### src/rtl/st7735_pkg.sv
// st7735_pkg: shared constants for the ST7735 SPI receive model.
//   - Controller opcodes recognised by the decoder.
//   - Decoder FSM state enum.
//   - Bit positions of the sampled SPI pins in the synchronizer vector.
package st7735_pkg;

  localparam logic [7:0] OP_SLPIN   = 8'h10;
  localparam logic [7:0] OP_SLPOUT  = 8'h11;
  localparam logic [7:0] OP_INVOFF  = 8'h20;
  localparam logic [7:0] OP_INVON   = 8'h21;
  localparam logic [7:0] OP_DISPOFF = 8'h28;
  localparam logic [7:0] OP_DISPON  = 8'h29;
  localparam logic [7:0] OP_CASET   = 8'h2A;
  localparam logic [7:0] OP_RASET   = 8'h2B;
  localparam logic [7:0] OP_RAMWR   = 8'h2C;
  localparam logic [7:0] OP_COLMOD  = 8'h3A;

  localparam int PIN_SCL  = 3;
  localparam int PIN_CS   = 2;
  localparam int PIN_DC   = 1;
  localparam int PIN_MOSI = 0;

  typedef enum logic [2:0] {
    ST_IDLE,
    ST_CASET_P,
    ST_RASET_P,
    ST_RAMWR_HI,
    ST_RAMWR_LO,
    ST_SKIP
  } dec_state_e;

endpackage

### src/rtl/st7735_spi_rx_if.sv
// st7735_spi_rx_if: 4-wire SPI LCD link (SCL, CS active-low, DC, MOSI).
//   master modport: the driving side (init/pixel-stream engine or bench).
//   slave  modport: the receiving panel model.
interface st7735_spi_rx_if;
  logic SCL;
  logic CS;
  logic DC;
  logic MOSI;

  modport master (output SCL, CS, DC, MOSI);
  modport slave  (input  SCL, CS, DC, MOSI);
endinterface

### src/rtl/st7735_spi_rx_byte.sv
// spi_byte_rx: SPI byte assembler for the ST7735 receive model.
//   CLK, RST_N       : system clock, synchronous active-low reset
//   spi (slave)      : asynchronous SPI pins
//   byte_valid_o     : one-cycle strobe per completed byte
//   byte_o           : received byte (MSB first)
//   byte_is_cmd_o    : DC was low at the 8th SCL rise
module spi_byte_rx
  import st7735_pkg::*;
(
  input  logic                  CLK,
  input  logic                  RST_N,
  st7735_spi_rx_if.slave        spi,
  output logic                  byte_valid_o,
  output logic [7:0]            byte_o,
  output logic                  byte_is_cmd_o
);

  logic [3:0]       pins;
  // Stages 0/1 are the synchronizer; stage 2 re-times every pin so the
  // 8th-rise strobe lands three cycles after first capture and so MOSI/DC/CS
  // are sampled from the same CLK edge that first saw the SCL rise.
  logic [2:0][3:0]  sync_q;
  logic [3:0]       s;
  logic             scl_prev_q;
  logic             armed_q;
  logic [2:0]       cnt_q;
  logic [6:0]       shreg_q;
  logic             rise;

  assign pins = {spi.SCL, spi.CS, spi.DC, spi.MOSI};
  assign s    = sync_q[2];
  assign rise = s[PIN_SCL] & ~scl_prev_q;

  always_ff @(posedge CLK) begin
    if (!RST_N) begin
      sync_q        <= '0;
      scl_prev_q    <= 1'b0;
      armed_q       <= 1'b0;
      cnt_q         <= '0;
      shreg_q       <= '0;
      byte_valid_o  <= 1'b0;
      byte_o        <= '0;
      byte_is_cmd_o <= 1'b0;
    end else begin
      sync_q       <= {sync_q[1:0], pins};
      scl_prev_q   <= s[PIN_SCL];
      byte_valid_o <= 1'b0;
      // CS high drops any partial byte, and wins over a coincident SCL rise.
      if (s[PIN_CS]) begin
        armed_q <= 1'b1;
        cnt_q   <= '0;
      end else if (rise && armed_q) begin
        shreg_q <= {shreg_q[5:0], s[PIN_MOSI]};
        if (cnt_q == 3'd7) begin
          byte_o        <= {shreg_q, s[PIN_MOSI]};
          byte_is_cmd_o <= ~s[PIN_DC];
          byte_valid_o  <= 1'b1;
          cnt_q         <= '0;
        end else begin
          cnt_q <= cnt_q + 3'd1;
        end
      end
    end
  end

endmodule

### src/rtl/st7735_spi_rx.sv
// st7735_spi_rx: receive-side ST7735 panel model. Assembles SPI bytes,
// decodes CASET/RASET/RAMWR into addressed RGB565 pixel writes.
//   CLK, RST_N                  : clock, synchronous active-low reset
//   spi (slave)                 : SPI pins (SCL, CS, DC, MOSI)
//   BYTE_VALID/BYTE/BYTE_IS_CMD : per-byte strobe, data, command flag
//   PIX_VALID/PIX_X/PIX_Y/PIX_DATA : per-pixel strobe, address, colour
//   SLEEP_OUT/DISP_ON/INV_ON/COLMOD : panel status
// Build option: define ST7735_RX_STATUS_EN to implement the status
// registers; otherwise the status outputs are tied to 0.
module st7735_spi_rx
  import st7735_pkg::*;
#(
  parameter int X_W = 8,
  parameter int Y_W = 8
) (
  input  logic            CLK,
  input  logic            RST_N,
  st7735_spi_rx_if.slave  spi,
  output logic            BYTE_VALID,
  output logic [7:0]      BYTE,
  output logic            BYTE_IS_CMD,
  output logic            PIX_VALID,
  output logic [X_W-1:0]  PIX_X,
  output logic [Y_W-1:0]  PIX_Y,
  output logic [15:0]     PIX_DATA,
  output logic            SLEEP_OUT,
  output logic            DISP_ON,
  output logic            INV_ON,
  output logic [7:0]      COLMOD
);

  spi_byte_rx u_byte_rx (
    .CLK           (CLK),
    .RST_N         (RST_N),
    .spi           (spi),
    .byte_valid_o  (BYTE_VALID),
    .byte_o        (BYTE),
    .byte_is_cmd_o (BYTE_IS_CMD)
  );

  dec_state_e       state_q;
  logic [1:0]       pidx_q;
  logic [2:0][7:0]  prm_q;   // last three params, [2] oldest
  logic [7:0]       hi_q;
  logic [X_W-1:0]   xs_q, xe_q, x_q, x_d, pix_x_q, win_xs, win_xe;
  logic [Y_W-1:0]   ys_q, ye_q, y_q, y_d, pix_y_q, win_ys, win_ye;
  logic             pix_vld_q;
  logic [15:0]      pix_data_q;

  // Window values assembled when p3 arrives: start={p0,p1}, end={p2,p3}.
  assign win_xs = X_W'({prm_q[2], prm_q[1]});
  assign win_xe = X_W'({prm_q[0], BYTE});
  assign win_ys = Y_W'({prm_q[2], prm_q[1]});
  assign win_ye = Y_W'({prm_q[0], BYTE});

  // Raster advance; equality-only wrap so XS>XE walks through 0.
  always_comb begin
    x_d = x_q + X_W'(1);
    y_d = y_q;
    if (x_q == xe_q) begin
      x_d = xs_q;
      y_d = (y_q == ye_q) ? ys_q : y_q + Y_W'(1);
    end
  end

  always_ff @(posedge CLK) begin
    if (!RST_N) begin
      state_q    <= ST_IDLE;
      pidx_q     <= '0;
      prm_q      <= '0;
      hi_q       <= '0;
      xs_q       <= '0;
      xe_q       <= '1;
      ys_q       <= '0;
      ye_q       <= '1;
      x_q        <= '0;
      y_q        <= '0;
      pix_vld_q  <= 1'b0;
      pix_x_q    <= '0;
      pix_y_q    <= '0;
      pix_data_q <= '0;
    end else begin
      pix_vld_q <= 1'b0;
      if (BYTE_VALID) begin
        if (BYTE_IS_CMD) begin
          // Any command aborts the current state; a pending high byte is lost.
          pidx_q <= '0;
          case (BYTE)
            OP_CASET: state_q <= ST_CASET_P;
            OP_RASET: state_q <= ST_RASET_P;
            OP_RAMWR: begin
              state_q <= ST_RAMWR_HI;
              x_q     <= xs_q;
              y_q     <= ys_q;
            end
            default:  state_q <= ST_SKIP;
          endcase
        end else begin
          case (state_q)
            ST_CASET_P, ST_RASET_P: begin
              prm_q  <= {prm_q[1:0], BYTE};
              pidx_q <= pidx_q + 2'd1;
              if (pidx_q == 2'd3) begin
                state_q <= ST_SKIP;
                if (state_q == ST_CASET_P) begin
                  xs_q <= win_xs;
                  xe_q <= win_xe;
                end else begin
                  ys_q <= win_ys;
                  ye_q <= win_ye;
                end
              end
            end
            ST_RAMWR_HI: begin
              hi_q    <= BYTE;
              state_q <= ST_RAMWR_LO;
            end
            ST_RAMWR_LO: begin
              pix_vld_q  <= 1'b1;
              pix_x_q    <= x_q;
              pix_y_q    <= y_q;
              pix_data_q <= {hi_q, BYTE};
              x_q        <= x_d;
              y_q        <= y_d;
              state_q    <= ST_RAMWR_HI;
            end
            default: ;
          endcase
        end
      end
    end
  end

  assign PIX_VALID = pix_vld_q;
  assign PIX_X     = pix_x_q;
  assign PIX_Y     = pix_y_q;
  assign PIX_DATA  = pix_data_q;

`ifdef ST7735_RX_STATUS_EN
  logic       slp_q, disp_q, inv_q, colmod_pend_q;
  logic [7:0] colmod_q;

  always_ff @(posedge CLK) begin
    if (!RST_N) begin
      slp_q         <= 1'b0;
      disp_q        <= 1'b0;
      inv_q         <= 1'b0;
      colmod_pend_q <= 1'b0;
      colmod_q      <= 8'h00;
    end else if (BYTE_VALID) begin
      // COLMOD takes only the byte immediately after 0x3A.
      colmod_pend_q <= 1'b0;
      if (BYTE_IS_CMD) begin
        case (BYTE)
          OP_SLPOUT:  slp_q  <= 1'b1;
          OP_SLPIN:   slp_q  <= 1'b0;
          OP_DISPON:  disp_q <= 1'b1;
          OP_DISPOFF: disp_q <= 1'b0;
          OP_INVON:   inv_q  <= 1'b1;
          OP_INVOFF:  inv_q  <= 1'b0;
          OP_COLMOD:  colmod_pend_q <= 1'b1;
          default: ;
        endcase
      end else if (colmod_pend_q) begin
        colmod_q <= BYTE;
      end
    end
  end

  assign SLEEP_OUT = slp_q;
  assign DISP_ON   = disp_q;
  assign INV_ON    = inv_q;
  assign COLMOD    = colmod_q;
`else
  assign SLEEP_OUT = 1'b0;
  assign DISP_ON   = 1'b0;
  assign INV_ON    = 1'b0;
  assign COLMOD    = 8'h00;
`endif

endmodule
### src/flat_wrapper.sv
// flat-port wrapper written by rule: the top's interface ports become plain ports
module st7735_spi_rx_flat import st7735_pkg::*;
#(
  parameter int X_W = 8,
  parameter int Y_W = 8
)
  (CLK, RST_N, BYTE_VALID, BYTE, BYTE_IS_CMD, PIX_VALID, PIX_X, PIX_Y, PIX_DATA, SLEEP_OUT, DISP_ON, INV_ON, COLMOD, spi_SCL, spi_CS, spi_DC, spi_MOSI);
  st7735_spi_rx_if spi_i ();
  input  logic CLK;
  input  logic RST_N;
  output logic BYTE_VALID;
  output logic [7:0] BYTE;
  output logic BYTE_IS_CMD;
  output logic PIX_VALID;
  output logic [X_W-1:0] PIX_X;
  output logic [Y_W-1:0] PIX_Y;
  output logic [15:0] PIX_DATA;
  output logic SLEEP_OUT;
  output logic DISP_ON;
  output logic INV_ON;
  output logic [7:0] COLMOD;
  input wire logic [$bits(spi_i.SCL)-1:0] spi_SCL;
  input wire logic [$bits(spi_i.CS)-1:0] spi_CS;
  input wire logic [$bits(spi_i.DC)-1:0] spi_DC;
  input wire logic [$bits(spi_i.MOSI)-1:0] spi_MOSI;
  assign spi_i.SCL = spi_SCL;
  assign spi_i.CS = spi_CS;
  assign spi_i.DC = spi_DC;
  assign spi_i.MOSI = spi_MOSI;
  st7735_spi_rx #(.X_W(X_W), .Y_W(Y_W)) u_core (.CLK(CLK), .RST_N(RST_N), .spi(spi_i), .BYTE_VALID(BYTE_VALID), .BYTE(BYTE), .BYTE_IS_CMD(BYTE_IS_CMD), .PIX_VALID(PIX_VALID), .PIX_X(PIX_X), .PIX_Y(PIX_Y), .PIX_DATA(PIX_DATA), .SLEEP_OUT(SLEEP_OUT), .DISP_ON(DISP_ON), .INV_ON(INV_ON), .COLMOD(COLMOD));
endmodule
### config.mk
export PLATFORM = sky130hd
export DESIGN_NAME = st7735_spi_rx_flat
export DESIGN_NICKNAME = d
export VERILOG_FILES = /design/src/rtl/st7735_pkg.sv /design/src/rtl/st7735_spi_rx_if.sv /design/src/rtl/st7735_spi_rx_byte.sv /design/src/rtl/st7735_spi_rx.sv /design/src/flat_wrapper.sv
export SDC_FILE = /design/constraint.sdc
export NUM_CORES = 1
export LEC_CHECK = 0
export BUFFER_PORTS_ARGS = -buffer_cell sky130_fd_sc_hd__buf_2
export CAP_MARGIN = 20
export CELL_PAD_IN_SITES_DETAIL_PLACEMENT = 0
export CELL_PAD_IN_SITES_GLOBAL_PLACEMENT = 1
export CORE_UTILIZATION = 44
export DETAILED_ROUTE_END_ITERATION = 8
export PLACE_DENSITY = 0.83
export SYNTH_ARGS = -nofsm -noshare
export SYNTH_HDL_FRONTEND = slang
export SYNTH_SLANG_ARGS = --single-unit
### constraint.sdc
create_clock -name CLK -period 2.1 [get_ports CLK]
set_input_delay 0.21 -clock CLK [delete_from_list [all_inputs] [get_ports CLK]]
set_output_delay 0.21 -clock CLK [all_outputs]
set_load 0.01 [all_outputs]
==> metrics.yaml <==
syn_area_um2: 5820
overflow: 0
fillers: 1170
die_area_um2: 13700
routed_wl_mm: 14.5
total_power_mw: 5.96
drive_gt1_share_pct: 17.1
cp_data_arrival_time_ns: 2.26
cts.reportedPaths.clkPinSlew_ns: 0.06
crit_buf_inv: 0
worstPathRequired_ns: 2.44
insertion_delay_ns: 0.41
min_period_ns: 1.91
seq_area_frac_synth_pct: 49.6
crit_cells: 5
core_um2: 12800
fmax_ghz: 0.523
min_period_over_period_pct: 91.1
io_pins: 60
powerDensity_nw_per_um2: 855
die-width_um: 117
netlist_instances: 701
drv_cap: 0
vias: 4965
rr_startpoint: "u_core.state_q[2]"
status: "complete, no violations"
grt_pass1_wl_mm: 23.2
die-height_um: 117
crit_path_start: "u_core.state_q[2]"
async_flop_share_pct: 0
design.final.nets: 777
layout.area.seq_um2: 2880
synth_cell_type_count: 49
avgSynthCellArea_um2: 8.30
cts-resized-gates: 0
start_util_pct: 45.5
postRouteAntennaNets: 0
portBuffers: 48
setup_violations: 0
cts_tree: "yes"
cp_cell_sequence: "nor3b_1 > nand2_1 > and2_4 > or4b_1 > a31oi_1"
slowest_stage: "or4b_1"
dpl_worst_slack_ns: 0.219
drt_iter0_markers: 278
finClkSkew_ns: 0.00545
cts_buffers: 17
rows: 41
synth_top_area_share_pct: 49.6
hold_slack_ns: 0.0147
clockRootBuffer: "clkbuf_16"
tns_ns: 0
cts.htree.levels: 4
ys_seq_elements: 144
critPathKind: "reg -> reg"
r2r_slack_ns: 0.19
critPathCaptureType: "flop"
cts_max_path_buffers: 2
area_growth_pct: 20.0
cpPeakStageDelay_ns: 0.52
drt-pass1-iter-count: 5
cp-endpoint: "u_core.y_q[0]"
yosys_warnings: 0
critical_path.startpoint_type: "flop"
synth_edf_count: 0
via_per_inst: 5.22
worst_slack_ns: 0.188
worst_pin_slew_ns: 0.596
path_max_fanout: 9
clock-sinks: 144
peakVddDrop_mv: 0.611
grt_pass1_vias: 4540
gp_congestion: 0.902
rsz0062_at_grt: "false"
multi_input_area_um2: 2680
path_delay_family: "simple AND/OR/NAND/NOR gates"
synth.top_cells.by_area: "dfxtp_1 50%, nand2_1 13%, a21oi_1 7.4%, mux2i_1 4.3%, nand3_1 2.7%"
r2r_cells: 5
finalHoldViolations: 0
yosysTopAreaCell: "dfxtp_1"
timing.final.max_slew_violations: 0
grt.total_usage_pct: 22.4
grt_start_max_net_pins: 59
route.detailed.drc: 0
wl_per_cell_um: 15.3
p_leak_nw: 2.83
hpwl_mm: 9.78
max_slew_margin_pct: 60.3
diodes: 0
antenna_found_initial: 0
rr_endpoint: "u_core.y_q[0]"
ys_dominant_reg_cell: "dfxtp_1"
hold_class: "in -> reg"
==> Yosys cell counts (all sizes together) (4+ instances only) <==
cell      n
a31oi    10
o21ai     9
nor2     31
buf      21
a21oi    86
and2     18
ha        5
a211oi   12
nor4      4
or2       4
xor2     17
mux2i    25
nand3    32
clkbuf   34
nand2   199
inv       6
o22ai     9
dfxtp   144
==> logic make-up after synthesis <==
family / count (synthesis) / synth area share [%]
XOR/XNOR: 18 / 2.71
multiplexers: 27 / 4.69
AND/OR/NAND/NOR: 308 / 23.6
buffers and inverters: 61 / 5.06
adder cells (fa/ha/maj): 5 / 1.08
flip-flops: 144 / 49.6
other: 1 / 0.0645
AO/OA/AOI/OAI: 137 / 13.3
==> per-stage QoR <==
| stage | cells | util, % | cell area, um2 |
|---|---|---|---|
| 2_1_floorplan | 711 | - | 5850 |
| 3_3_place_gp | 916 | 49.6 | 6340 |
| 3_5_place_dp | 916 | 49.6 | 6340 |
| 4_1_cts | 951 | 54.6 | 6980 |
| 5_1_grt | 951 | 54.6 | 6980 |
| 6_report | 951 | 54.6 | 6980 |
==> how the worst min path moves through the flow <==
stage                     depth (start not counted)  slack, ns                              to                  start
after detailed placement                          1       0.40  u_core.u_byte_rx.byte_is_cmd_o  u_core.u_byte_rx.s[1]
final                                             2       0.01      u_core.u_byte_rx.sync_q[3]                spi_SCL
after CTS                                         2     0.0002      u_core.u_byte_rx.sync_q[3]                spi_SCL
after floorplan                                   1       0.34      u_core.u_byte_rx.sync_q[0]               spi_MOSI
after global routing                              2      0.001      u_core.u_byte_rx.sync_q[3]                spi_SCL
after global placement                            1       0.41  u_core.u_byte_rx.byte_is_cmd_o  u_core.u_byte_rx.s[1]
==> flip-flops by register name (all words and copies together), names as in the netlist, 4 cells and up <==
name,count
u_core.xe_q,8
u_core.prm_q,8
u_core.ye_q,8
u_core.PIX_Y,8
u_core.u_byte_rx.sync_q,8
u_core.win_xs,8
u_core.PIX_X,8
u_core.u_byte_rx.s,4
u_core.x_q,8
u_core.y_q,8
u_core.xs_q,8
u_core.u_byte_rx.byte_o,8
u_core.ys_q,8
u_core.u_byte_rx.shreg_q,7
u_core.hi_q,8
u_core.PIX_DATA,16
==> what timing repair did <==
action	in CTS	in global routing
buffers inserted	0	0
hold endpoints to repair	3	0
hold buffers	3	0
==> placed cells by master, fill, tap and decap left out, drive strengths merged, types with 2 or more instances in the layout <==
master       count
conb            11
a2111oi          2
or2              4
inv              6
a22oi            2
mux2i           25
dlygate4sd3      3
o22ai            9
nor2            31
nand2b           3
dfxtp          144
and2            18
buf             88
a31oi           10
a21oi           86
nand4b           2
or3              3
nor3b            2
clkbuf          21
bufinv           3
nor4             4
o21ai            9
nor3             3
nand3           32
xor2            17
nor2b            2
mux2             2
nand2          199
a211oi          12
o211ai           2
ha               5
clkinv           7
==> report_power, final <==
| group | leakage (nW) | internal (mW) | switching, mW |
|---|---|---|---|
| Sequential | 1.16 | 2.75 | 0.0105 |
| Combinational | 1.36 | 0.0442 | 0.0838 |
| Clock | 0.302 | 1.95 | 1.12 |
==> cell type report <==
type	count	area share, %
Tap cell	172	3.08
Inverter	6	0.323
Multi-Input combinational cell	506	38.4
Clock buffer	21	6.74
Timing Repair Buffer	91	8.18
Sequential cell	144	41.3
Clock inverter	11	1.95
==> metal layers <==
layer / GRT usage (%) / vias to the layer above / wire length [um]
met4: 8.19 / 0 / 244
met3: 6.08 / 18 / 758
met2: 37.6 / 143 / 7090
met1: 27.7 / 2339 / 6450
li1: - / 2465 / -
met5: 0 / - / 0
(Power assumes the default switching activity.)
